==> config.mk <==
export PLATFORM = sky130hd
export DESIGN_NAME = cpu_instruction_sequencer
export DESIGN_NICKNAME = d
export VERILOG_FILES = /design/src/rtl/cpu_pkg.sv /design/src/rtl/seq_prog_ram.sv /design/src/rtl/cpu_instruction_sequencer.sv
export SDC_FILE = /design/constraint.sdc
export NUM_CORES = 1
export LEC_CHECK = 0
export CAP_MARGIN = 20
export CORE_MARGIN = 2
export CORE_UTILIZATION = 48
export CTS_BUF_LIST = sky130_fd_sc_hd__clkbuf_4 sky130_fd_sc_hd__clkbuf_8
export DETAILED_ROUTE_END_ITERATION = 7
export GPL_TIMING_DRIVEN = 0
export PLACE_DENSITY = 0.72
export SLEW_MARGIN = 10
export SYNTH_ARGS = -nofsm -noshare
export SYNTH_HDL_FRONTEND = slang
export SYNTH_HIERARCHICAL = 1
export SYNTH_SLANG_ARGS = --single-unit
==> constraint.sdc <==
create_clock -name clk -period 2.5 [get_ports clk]
set_clock_uncertainty 0.2 [all_clocks]
set_input_delay 0.25 -clock clk [delete_from_list [all_inputs] [get_ports clk]]
set_output_delay 0.25 -clock clk [all_outputs]
set_load 0.03 [all_outputs]
==> src/rtl/cpu_pkg.sv <==
// rtl/cpu_pkg.sv - shared widths, opcodes and sequencer state encoding
package cpu_pkg;

    localparam int INSTR_W = 8;
    localparam int LED_W   = 4;

    localparam logic [1:0] OP_LOAD  = 2'b00;
    localparam logic [1:0] OP_STORE = 2'b01;
    localparam logic [1:0] OP_MOVE  = 2'b10;
    localparam logic [1:0] OP_ADD   = 2'b11;

    typedef enum logic [2:0] {
        ST_IDLE,
        ST_SETUP,
        ST_PULSE,
        ST_WAIT_DONE,
        ST_NEXT
    } seq_state_t;

    function automatic logic [1:0] opcode_of(input logic [INSTR_W-1:0] instr);
        return instr[INSTR_W-1 -: 2];
    endfunction

endpackage

==> src/rtl/seq_prog_ram.sv <==
// rtl/seq_prog_ram.sv - program store, synchronous write, asynchronous read
module seq_prog_ram
    import cpu_pkg::*;
#(
    parameter int DEPTH  = 16,
    parameter int ADDR_W = 4
) (
    input  logic               clk,
    input  logic               we,
    input  logic [ADDR_W-1:0]  waddr,
    input  logic [INSTR_W-1:0] wdata,
    input  logic [ADDR_W-1:0]  raddr,
    output logic [INSTR_W-1:0] rdata
);

    logic [INSTR_W-1:0] mem [DEPTH];

    // Program contents survive reset, so the array has no reset term
    always_ff @(posedge clk) begin
        if (we) begin
            mem[waddr] <= wdata;
        end
    end

    assign rdata = mem[raddr];

endmodule

==> src/rtl/cpu_instruction_sequencer.sv <==
// rtl/cpu_instruction_sequencer.sv - steps a stored program through the CPU execute/done handshake
module cpu_instruction_sequencer
    import cpu_pkg::*;
#(
    parameter int DEPTH     = 16,
    parameter int ADDR_W    = 4,
    parameter int SETUP_CYC = 1,
    parameter int EXEC_CYC  = 1,
    parameter int TIMEOUT   = 15
) (
    input  logic               clk,
    input  logic               reset,
    input  logic               load_en,
    input  logic [ADDR_W-1:0]  load_addr,
    input  logic [INSTR_W-1:0] load_data,
    input  logic [ADDR_W:0]    prog_len,
    input  logic               start,
    input  logic               cpu_done,
    input  logic [LED_W-1:0]   cpu_leds,
    output logic [INSTR_W-1:0] instruction,
    output logic               execute,
    output logic               busy,
    output logic [ADDR_W-1:0]  pc,
    output logic [LED_W-1:0]   result_leds,
    output logic               result_valid,
    output logic               finished,
    output logic               timeout_err
);

    localparam int CNT_W = 16;

    seq_state_t         state;
    logic [CNT_W-1:0]   phase_cnt;
    logic [CNT_W-1:0]   tmo_cnt;
    logic [ADDR_W:0]    len;
    logic               done_q;
    logic               done_edge;
    logic               ram_we;
    logic [INSTR_W-1:0] ram_rdata;
    logic [ADDR_W:0]    len_sat;

    // Loads are only honoured while idle so a running program never changes under us
    assign ram_we    = load_en & (state == ST_IDLE);
    assign done_edge = cpu_done & ~done_q;
    assign len_sat   = (prog_len > (ADDR_W+1)'(DEPTH)) ? (ADDR_W+1)'(DEPTH) : prog_len;

    seq_prog_ram #(
        .DEPTH  (DEPTH),
        .ADDR_W (ADDR_W)
    ) u_ram (
        .clk   (clk),
        .we    (ram_we),
        .waddr (load_addr),
        .wdata (load_data),
        .raddr (pc),
        .rdata (ram_rdata)
    );

    // Single register stage on Done so a rising edge can be detected
    always_ff @(posedge clk or negedge reset) begin
        if (!reset) begin
            done_q <= 1'b0;
        end else begin
            done_q <= cpu_done;
        end
    end

    // Sequencer FSM with registered CPU-facing and status outputs
    always_ff @(posedge clk or negedge reset) begin
        if (!reset) begin
            state        <= ST_IDLE;
            phase_cnt    <= '0;
            tmo_cnt      <= '0;
            len          <= '0;
            pc           <= '0;
            instruction  <= '0;
            execute      <= 1'b0;
            busy         <= 1'b0;
            result_leds  <= '0;
            result_valid <= 1'b0;
            finished     <= 1'b0;
            timeout_err  <= 1'b0;
        end else begin
            result_valid <= 1'b0;
            finished     <= 1'b0;
            case (state)
                ST_IDLE: begin
                    if (start) begin
                        if (prog_len == '0) begin
                            finished <= 1'b1;
                        end else begin
                            len         <= len_sat;
                            pc          <= '0;
                            timeout_err <= 1'b0;
                            busy        <= 1'b1;
                            phase_cnt   <= '0;
                            state       <= ST_SETUP;
                        end
                    end
                end
                // First SETUP cycle fetches; the remaining SETUP_CYC cycles hold it stable
                ST_SETUP: begin
                    instruction <= ram_rdata;
                    if (phase_cnt == CNT_W'(SETUP_CYC)) begin
                        phase_cnt <= '0;
                        execute   <= 1'b1;
                        state     <= ST_PULSE;
                    end else begin
                        phase_cnt <= phase_cnt + 1'b1;
                    end
                end
                ST_PULSE: begin
                    if (phase_cnt == CNT_W'(EXEC_CYC - 1)) begin
                        phase_cnt <= '0;
                        tmo_cnt   <= '0;
                        execute   <= 1'b0;
                        state     <= ST_WAIT_DONE;
                    end else begin
                        phase_cnt <= phase_cnt + 1'b1;
                    end
                end
                // Done edge has priority over a timeout expiring in the same cycle
                ST_WAIT_DONE: begin
                    if (done_edge) begin
                        result_leds  <= cpu_leds;
                        result_valid <= 1'b1;
                        state        <= ST_NEXT;
                    end else if (tmo_cnt == CNT_W'(TIMEOUT - 1)) begin
                        timeout_err <= 1'b1;
                        busy        <= 1'b0;
                        execute     <= 1'b0;
                        state       <= ST_IDLE;
                    end else begin
                        tmo_cnt <= tmo_cnt + 1'b1;
                    end
                end
                ST_NEXT: begin
                    if ({1'b0, pc} == len - 1'b1) begin
                        finished <= 1'b1;
                        busy     <= 1'b0;
                        state    <= ST_IDLE;
                    end else begin
                        pc        <= pc + 1'b1;
                        phase_cnt <= '0;
                        state     <= ST_SETUP;
                    end
                end
                default: state <= ST_IDLE;
            endcase
        end
    end

endmodule

==> reports/summary.txt <==
Logic gate share of total power = 0.312
# H-tree levels = 4
GPL Wtd Cong = 0.816
Fraction of registers with async set/reset = 0.326
IO Pins = 47
Synth Net Count = 579
HPWL after DPL = 11600 µm
Residual DRC = 0
Distinct cells, synth = 57
Sw Ratio = 0.333
Antenna cells = 0
Via/cell ratio = 5.93
GRT Util Overall = 0.195
Highest metal used = met4
CTS Sinks = 190
Initial Util = 0.495
Routed wire length per instance = 20.3 µm
Post-Synthesis Cells = 546
Clk pwr share = 0.238
I/O Buffers = 46
Die area = 18300 µm²
Fillers = 1249
Met1 wire length = 7420 µm
Sequential area share after synthesis = 0.653
Psw = 2.84 mW
Layout Nets = 659
CP max-delay cell = dfrtp_1
Worst Hold Path Cells = 1
Rows = 47
Drt pass-1 iters = 5
Post-synth EDFFs = 128
Sequential Power Share = 0.450
Top-area cell type share of the netlist area = 0.465
Skew-Pair Late Insertion Delay = 470 ps
Final worst setup slack = 55.1 ps
Crit path DAT = 2450 ps
VDD IR max = 0.654 mV
Largest cells by area after synthesis = edfxtp_1, dfrtp_1, mux4_2
Crit Path Class = flop to flop
Int Power = 5.69 mW
Worst Max-Slew Pin Slew = 884 ps
Vias = 5093
Hold Path Class = input port to flop
Area leader, netlist = edfxtp_1
Total grt overflow = 0
Final Instance Count excl. Fillers = 859
Clock transition at path regs = 110 ps
Outcome = completed
Crit-path cells = clkbuf_8 -> nor3_4 -> and2_4 -> nand3b_1 -> nor3_4 -> buf_12
Synthesized area per cell = 15.1 µm²
1st-iter DRT viols = 432
Most frequent cell after synthesis = edfxtp_1
Share of cells above drive strength 1 = 0.216
CP Data Required Time = 2500 ps
Register bit total from synthesis = 190
Final period demand of the worst path = 2440 ps
Setup violators final = 0
Top cells by count, synth = edfxtp_1, dfrtp_1, nand2_1
Largest net degree at the start of global routing = 63
Post-place setup slack = -562 ps
Slew HR = 0.408
Final ANT Viol Nets = 0
Core area = 16700 µm²
Antenna violations before repair = 0
Crit. End Element = flop
Leakage = 3.59 nW
Vias in the first global route = 5064
First-pass GRT wire length = 26800 µm
Metal2 WL = 8960 µm
Cell Area, Synth = 8260 µm²
CP max FO = 10
Root buffer cell = clkbuf_8
Slew Viols, Final = 0
Reg2Reg Setup Slack = 60 ps
CP Launch Point = state[1]
Max incr delay on CP = 450 ps
Die width = 135 µm
Die height = 135 µm
Clock Tree Buf Depth = 2
PwrDens = 869 nW/µm²
Crit-path most repeated cell = nor3_4
Hold EP = done_q
Fmax = 0.409 GHz
Worst R2R Path Depth = 6
Met3 Wirelength = 878 µm
Worst hold start = cpu_done
Area Overhead vs Synth = 18.9%
Final Hold Viols = 0
Dpl cells = 814
CTS tree = done
Worst r2r dst = u_ram/mem[4][7]
Startpoint Class = flop
Reg-to-reg startpoint = state[1]
Dominant synthesized flop cell = edfxtp_1
Total Wirelength = 17500 µm
CTS Buf Count = 17
Synth Warn # = 6
Number of max-cap violations = 0
Tcrit/Tclk final = 0.978
[stage by stage]
step	hold WS (ps)	total power, mW	utilization	area (µm²)	TNS, ps
2_1_floorplan	-246	5.55	-	8260	0
3_3_place_gp	289	6.29	0.539	9000	-97430
3_5_place_dp	195	6.39	0.540	9020	-32250
4_1_cts	30.8	8.46	0.576	9630	0
5_1_grt	43.4	8.93	0.588	9820	-606
6_report	43.1	8.53	0.588	9820	0
[metal layers]
metal,track usage,up-vias
met5,0,-
met4,0.0498,0
met3,0.0423,17
met2,0.332,149
met1,0.259,2628
li1,-,2299
[cell families after synthesis]
family / count (synthesis) / synth area share
muxes: 50 / 0.118
xor gates and xnor gates: 19 / 0.0201
AOI/OAI and AO/OA: 61 / 0.0576
DFF: 190 / 0.653
and+or+nand+nor: 191 / 0.118
buffers and inverters: 28 / 0.0224
adders and majority gates: 7 / 0.0106
[layout make-up]
| class | count | area (µm²) | share of cell area |
|---|---|---|---|
| buffer | 19 | 153 | 0.0155 |
| clock buffer | 17 | 234 | 0.0238 |
| clock inverter | 15 | 171 | 0.0175 |
| inverter | 9 | 33.8 | 0.00344 |
| multi-input combinational | 328 | 2900 | 0.296 |
| sequential | 190 | 5400 | 0.550 |
| tap | 220 | 275 | 0.0280 |
| timing repair buffer | 61 | 652 | 0.0664 |
[placed cells by master (no fill, tap or decap), drive strengths merged, types with 16 or more instances in the layout]
cell	n
nor2	38
nor3	25
nand2	43
dfrtp	62
inv	16
clkbuf	22
clkdlybuf4s50	45
buf	25
mux4	32
edfxtp	128
nand3	18
a22oi	16
[how the worst max path moves through the flow]
stage | endpoint | slack (ps) | cells past startpoint
2_1_floorplan | u_ram/mem[3][0] | 50 | 5
3_3_place_gp | result_leds[3] | -1070 | 1
5_1_grt | u_ram/mem[4][3] | -30 | 6
3_5_place_dp | u_ram/mem[2][0] | -560 | 5
6_report | u_ram/mem[4][7] | 60 | 6
4_1_cts | u_ram/mem[4][7] | 7 | 5
[registers in the layout, summed over array words and instances, names as in the netlist]
| register | flops |
|---|---|
| u_ram/mem | 128 |
| phase_cnt | 16 |
| tmo_cnt | 16 |
| instruction | 8 |
| len | 5 |
| pc | 4 |
| result_leds | 4 |
| state | 3 |
| busy | 1 |
| done_q | 1 |
| execute | 1 |
| finished | 1 |
| result_valid | 1 |
| timeout_err | 1 |
[timing repair]
| item | in CTS | in global routing |
|---|---|---|
| endpoints found under the setup margin | 141 | 114 |
| setup buffers | 5 | 6 |
| endpoints found under the hold margin | 62 | 0 |
| pin swaps | 5 | 6 |
| hold buffers | 1 | 0 |
| cloned | 0 | 1 |
| gates resized for setup | 26 | 23 |
[worst max-delay path: cells and delay by family (launching register included)]
kind                   cells  cell delay, ps
AND/OR/NAND/NOR            4            1160
buffers and inverters      2             370
flip-flops                 1             450
[power by group through the flow]
stage	Combinational, mW	Sequential [mW]	Clock (mW)
finish	2.66	3.84	2.03
global route	2.86	3.87	2.20
CTS	2.55	3.84	2.08
detailed placement	2.49	3.91	0
global placement	2.40	3.89	0
floorplan	1.44	4.12	0
No activity file was read; power rests on OpenSTA's default activity.
==> RTL edit 1 (same settings) <==
The 5 states of `seq_state_t` get a one-hot encoding in 5 bits.
--- a/src/rtl/cpu_pkg.sv
+++ b/src/rtl/cpu_pkg.sv
@@ -10,10 +10,10 @@
     localparam logic [1:0] OP_ADD   = 2'b11;
 
-    typedef enum logic [2:0] {
-        ST_IDLE,
-        ST_SETUP,
-        ST_PULSE,
-        ST_WAIT_DONE,
-        ST_NEXT
+    typedef enum logic [4:0] {
+        ST_IDLE      = 5'b00001,
+        ST_SETUP     = 5'b00010,
+        ST_PULSE     = 5'b00100,
+        ST_WAIT_DONE = 5'b01000,
+        ST_NEXT      = 5'b10000
     } seq_state_t;
 
Formal check against the unedited RTL: same outputs for any inputs over 4 cycles, from zero or initial values and one cycle with reset low; so few cycles prove little.
==> RTL edit 1 against the original RTL <==
  * Sequential cell count up 2
  * Routed wire length up 3.8%
  * Power down 14%
  * Clock power down 5%
  * Worst setup slack worse by 0.17 ns
  * The run now ends with setup timing left
  * Combinational power down 38%
  * Hold slack better by 0.021 ns
  * Final area up 2.6%
  * Synthesized area up 2.9%
==> RTL edit 1: results (changes against the original RTL) <==
| Metric | Value |
|---|---|
| Pin count of the biggest net entering global routing | `65 (+3.2%)` |
| Post-DP HPWL | `12.1 mm (+4.3%)` |
| Mapped Cells | `595 (+9.0%)` |
| Worst skew pair latency | `0.47 ns (about the same)` |
| Placement Cell Area | `9310 um2 (+3.2%)` |
| Total GRT Usage | `20.6% (+1.0 points)` |
| Initial DRT Pass Iterations | `5 (unchanged)` |
| Prevailing post-synth register cell | `edfxtp_1` |
| Fill cells | `1,358 (+8.7%)` |
| Number of library cell types mapped by synthesis | `67 (+18%)` |
| Layout cell share with drive strength beyond 1 | `18.9% (-2.7 points)` |
| Vias per cell | `5.87 (-0.92%)` |
| Top post-synthesis cells by area | `edfxtp_1, dfrtp_1, mux4_2` |
| Ys Warns | `6 (unchanged)` |
| Number of global-route vias before repair | `5,385 (+6.3%)` |
| Slowest stage cell, crit path | `dfstp_2` |
| Final WS setup | `-0.114 ns (-0.169 ns)` |
| Setup bufs post-CTS | `14 (+9)` |
| First-pass GRT wire length | `28.8 mm (+7.1%)` |
| Diode count | `0 (unchanged)` |
| Final #Nets | `714 (+8.3%)` |
| Mapped Nets | `628 (+8.5%)` |
| Clk slew on worst S/H paths | `0.09 ns (-0.02 ns)` |
| Synth top cells by count | `edfxtp_1, nand2_1, dfrtp_1, nor2_1, o21ai_0` |
| Seq/Total Area, Yosys | `64.1% (-1.2 points)` |
| Critical Path AT | `2.60 ns (+0.15 ns)` |
| DRT iter0 DRCs | `394 (-8.8%)` |
| Final setup fails | `32 (+32)` |
| Area Growth Syn to Fin | `18.5%` |
| Critical path peak fanout | `8 (-2)` |
| Failing checks | `setup timing` |
| Reg with most FFs | `u_ram/mem` |
| Initial antenna violation count | `0 (unchanged)` |
| Buffers on Ports | `46 (unchanged)` |
| Asr flop ratio synth | `33.3% (+0.70 points)` |
| Final wirelength | `18.1 mm (+3.8%)` |
| Leak Pwr | `3.67 nW (+2.4%)` |
| CTS Buffer Depth | `2 (unchanged)` |
| Crit path max-delay family | `simple AND/OR/NAND/NOR gates` |
| EDFF count, synth | `128 (unchanged)` |
| ANT nets after route | `0 (unchanged)` |
| VDD IR max | `0.509 mV (-22%)` |
| Routability cong. | `0.837 (+2.5%)` |
| Slew @ Worst Pin | `0.794 ns (-0.0907 ns)` |
| CP max stage delay | `0.55 ns (+0.10 ns)` |
| Cts repair resizes | `18 (-31%)` |
| Root buffer cell | `clkbuf_8` |
| Post-Place Cells | `866 (+6.4%)` |
| DR WL/cell | `19.7 um (-2.9%)` |
| Status | `finished with violations` |
| Dpl ws | `-0.515 ns (+0.0477 ns)` |
| Setup TNS | `-2.56 ns (-2.56 ns)` |
## RTL edit 1: cell count changes after synthesis, moves of 6 or more
cell,change
nand2_1,+29
nor3_1,-12
o21ai_0,+18
and3_1,-6
nand4_1,+6
o211ai_1,+11
a211o_1,-6
mux2_2,-10
o22ai_1,+7
## RTL edit 1: power breakdown
group          leakage (nW)  internal, mW  switching [mW]
clock network         0.191         0.830            1.10
logic                  1.47         0.698           0.943
registers              2.01          3.60           0.146
total                  3.67          5.13            2.19
## RTL edit 1: layer usage
metal | GRT usage [%] | vias up | wire, um
met5 | 0 | - | 0
li1 | - | 2491 | -
met4 | 4.98 | 0 | 121
met3 | 4.85 | 13 | 670
met1 | 26.4 | 2757 | 7680
met2 | 35.5 | 132 | 9650
## RTL edit 1: cell families (layout without fill, tap and decap cells)
group                    after synthesis  in the layout  synth area share (%)
AND/OR/NAND/NOR                      217            217                  13.5
flip-flops                           192            192                  64.1
AO/OA/AOI/OAI                         94             94                  7.67
multiplexers                          36             36                  9.63
buffers and inverters                 33            131                  2.41
XOR/XNOR                              16             16                  1.65
adder cells (fa/ha/maj)                7              7                  1.03
## RTL edit 1: layout make-up
cell class,instances,share of cell area [%]
flip-flops and latches,192,54.1
clock inverters,12,1.23
plain buffers,24,1.84
repair buffers,68,7.23
multi-input cells,370,30.1
clock buffers,19,2.47
inverters,8,0.298
well taps,225,2.79
## RTL edit 1: final timing paths
kind	startpoint	endpoint	slack, ns	depth (start not counted)
min reg2reg	timeout_err	timeout_err	0.29	2
max in group asynchronous	reset	len[4]	1.36	2
max reg2reg	state[0]	u_ram/mem[0][5]	-0.11	6
min in group asynchronous	reset	state[4]	0.22	2
min	cpu_done	done_q	0.06	1
max	state[0]	u_ram/mem[0][5]	-0.11	6
==> RTL edit 2 (same settings) <==
Made on the original files. Set the package constant `LED_W` to 3 (it was 4).
--- a/src/rtl/cpu_pkg.sv
+++ b/src/rtl/cpu_pkg.sv
@@ -3,5 +3,5 @@
 
     localparam int INSTR_W = 8;
-    localparam int LED_W   = 4;
+    localparam int LED_W   = 3;
 
     localparam logic [1:0] OP_LOAD  = 2'b00;
Ports: changed (resized cpu_leds and result_leds); port bits go from 47 to 45. No check against the original RTL was run, so the function may have changed too.
==> RTL edit 2 against the original RTL <==
  * Power grew 1.4%
  * Non-clock buffer count shrank 2
  * First-iteration DRC count grew 23%
  * Synthesized area shrank 0.45%
  * Clock power grew 2%
  * Routed wire length grew 0.61%
  * Worst setup slack lost 0.032 ns
  * Via count shrank 0.26%
  * Hold slack gained 0.0096 ns
  * Sequential cell count shrank 1
  * Critical path depth shrank 1
  * Global-route usage grew 0.40 points
  * Final area shrank 2.4%
  * Largest power group unchanged
==> RTL edit 2: results (changes against the original RTL) <==
| Metric | Value |
|---|---|
| Seq/Total Area, Yosys | `65.3% (about the same)` |
| TritonCTS buffer count | `17 (unchanged)` |
| Final wirelength | `17.6 mm (+0.61%)` |
| H-tree levels | `4 (unchanged)` |
| Dpl ws | `-0.525 ns (+0.0370 ns)` |
| Critical Path Start | `state[0]` |
| Routability cong. | `0.841 (+3.1%)` |
| DR WL/cell | `20.6 um (+1.2%)` |
| CTS Buffer Depth | `2 (unchanged)` |
| Buffers on Ports | `44 (-4.3%)` |
| Post-DP HPWL | `11.7 mm (+1.3%)` |
| Pin count of the biggest net entering global routing | `62 (-1.6%)` |
| Synth top cells by count | `edfxtp_1, dfrtp_1, nand2_1, nor2_1, o21ai_0` |
| CP max stage delay | `0.68 ns (+0.23 ns)` |
| Initial DRT Pass Iterations | `5 (unchanged)` |
| Mapped Cells | `548 (+0.37%)` |
| Reg2Reg Depth | `5 (-1)` |
| VDD IR max | `0.645 mV (-1.4%)` |
| Number of library cell types mapped by synthesis | `61 (+7.0%)` |
| Final #Nets | `654 (-0.76%)` |
| EDFF count, synth | `128 (unchanged)` |
| Top post-synthesis cells by area | `edfxtp_1, dfrtp_1, mux4_2` |
| Status | `finished, final reports clean` |
| Setup TNS | `0 ns (unchanged)` |
| Ys Warns | `6 (unchanged)` |
| Vias | `5,080 (-0.26%)` |
| Asr flop ratio synth | `32.3% (-0.36 points)` |
| Initial antenna violation count | `0 (unchanged)` |
| DRT iter0 DRCs | `532 (+23%)` |
| Total GRT Usage | `19.9% (+0.40 points)` |
| Leak Pwr | `3.43 nW (-4.3%)` |
| Mapped Nets | `580 (+0.17%)` |
| Slowest stage cell, crit path | `nor2_1` |
| Layout cell share with drive strength beyond 1 | `20.8% (-0.78 points)` |
| Prevailing post-synth register cell | `edfxtp_1` |
| Top flop regs | `u_ram/mem x128, phase_cnt x16, tmo_cnt x16` |
| Max transition margin | `34.5% (-6.3 points)` |
| Critical path peak fanout | `10 (unchanged)` |
| Number of global-route vias before repair | `5,015 (-0.97%)` |
| First-pass GRT wire length | `27.0 mm (+0.77%)` |
| Hold depth | `1 (unchanged)` |
| Internal power | `5.69 mW (about the same)` |
| Post-Place Cells | `815 (+0.12%)` |
==> RTL edit 2: changes by cell type in the layout (fill, tap and decap cells not counted), moves of 8 or more <==
cell | before | now
and3_1 | 15 | 7
nor2_1 | 26 | 36
nor3_1 | 20 | 4
o21ai_0 | 12 | 23
==> RTL edit 2: logic make-up (layout without fill, tap and decap cells) <==
group                    Yosys count  in the layout  share of synthesized area [%]
buffers and inverters             32            118                           2.28
multiplexers                      47             47                           11.4
flip-flops                       189            189                           65.3
XOR/XNOR                          16             16                           1.70
AO/OA/AOI/OAI                     92             92                           7.75
AND/OR/NAND/NOR                  165            165                           10.5
adder cells (fa/ha/maj)            7              7                           1.07
==> RTL edit 2: final timing paths <==
check	end	slack, ns
setup / recovery	u_ram/mem[5][0]	0.02
hold / removal	done_q	0.05
setup reg to reg	u_ram/mem[5][0]	0.02
hold reg to reg	timeout_err	0.31
max in group asynchronous	pc[0]	1.33
min in group asynchronous	phase_cnt[6]	0.21
==> RTL edit 2: repair_timing <==
action / in CTS / in global routing
endpoints found under the hold margin: 61 / 0
pin swaps: 3 / 4
resized for setup: 19 / 25
setup buffers: 5 / 2
setup endpoints to repair: 146 / 109
hold buffers: 1 / 0
==> RTL edit 2: cell type report <==
type                       instances  area, um2
fill                            1271       7060
timing repair buffer              55        523
clock inverter                    14        176
inverter                           9       33.8
tap                              220        275
multi-input combinational        327       2800
buffer                            23        166
sequential                       189       5370
clock buffer                      17        234
==> RTL edit 2: worst reg2reg max path, stage by stage (launching register included) <==
cell      delay [ns]
dfrtp_1         0.42
buf_2           0.21
nor3_4          0.22
and2_4          0.22
nand3b_1        0.17
nor2_1          0.68
==> RTL edit 2: metal layers <==
layer / vias up / global-route usage, % / routed length [um]
li1: 2263 / - / -
met1: 2611 / 26.0 / 7360
met2: 189 / 34.6 / 9070
met3: 17 / 3.72 / 930
met4: 0 / 5.20 / 206
met5: - / 0 / 0
==> RTL edit 2: power groups by stage <==
stage	registers (mW)	logic, mW	clock network, mW
floorplan	4.06	1.52	0
global route	3.85	2.95	2.24
global placement	3.87	2.48	0
CTS	3.82	2.63	2.11
finish	3.82	2.75	2.08
detailed placement	3.89	2.58	0
==> RTL edit 2: per-stage QoR <==
step	area [um2]	power (mW)	utilization, %
final	9580	8.65	57.6
after global routing	9580	9.04	57.6
after CTS	9490	8.55	57.0
after detailed placement	8960	6.47	53.9
after global placement	8940	6.35	53.7
after floorplan	8230	5.58	-
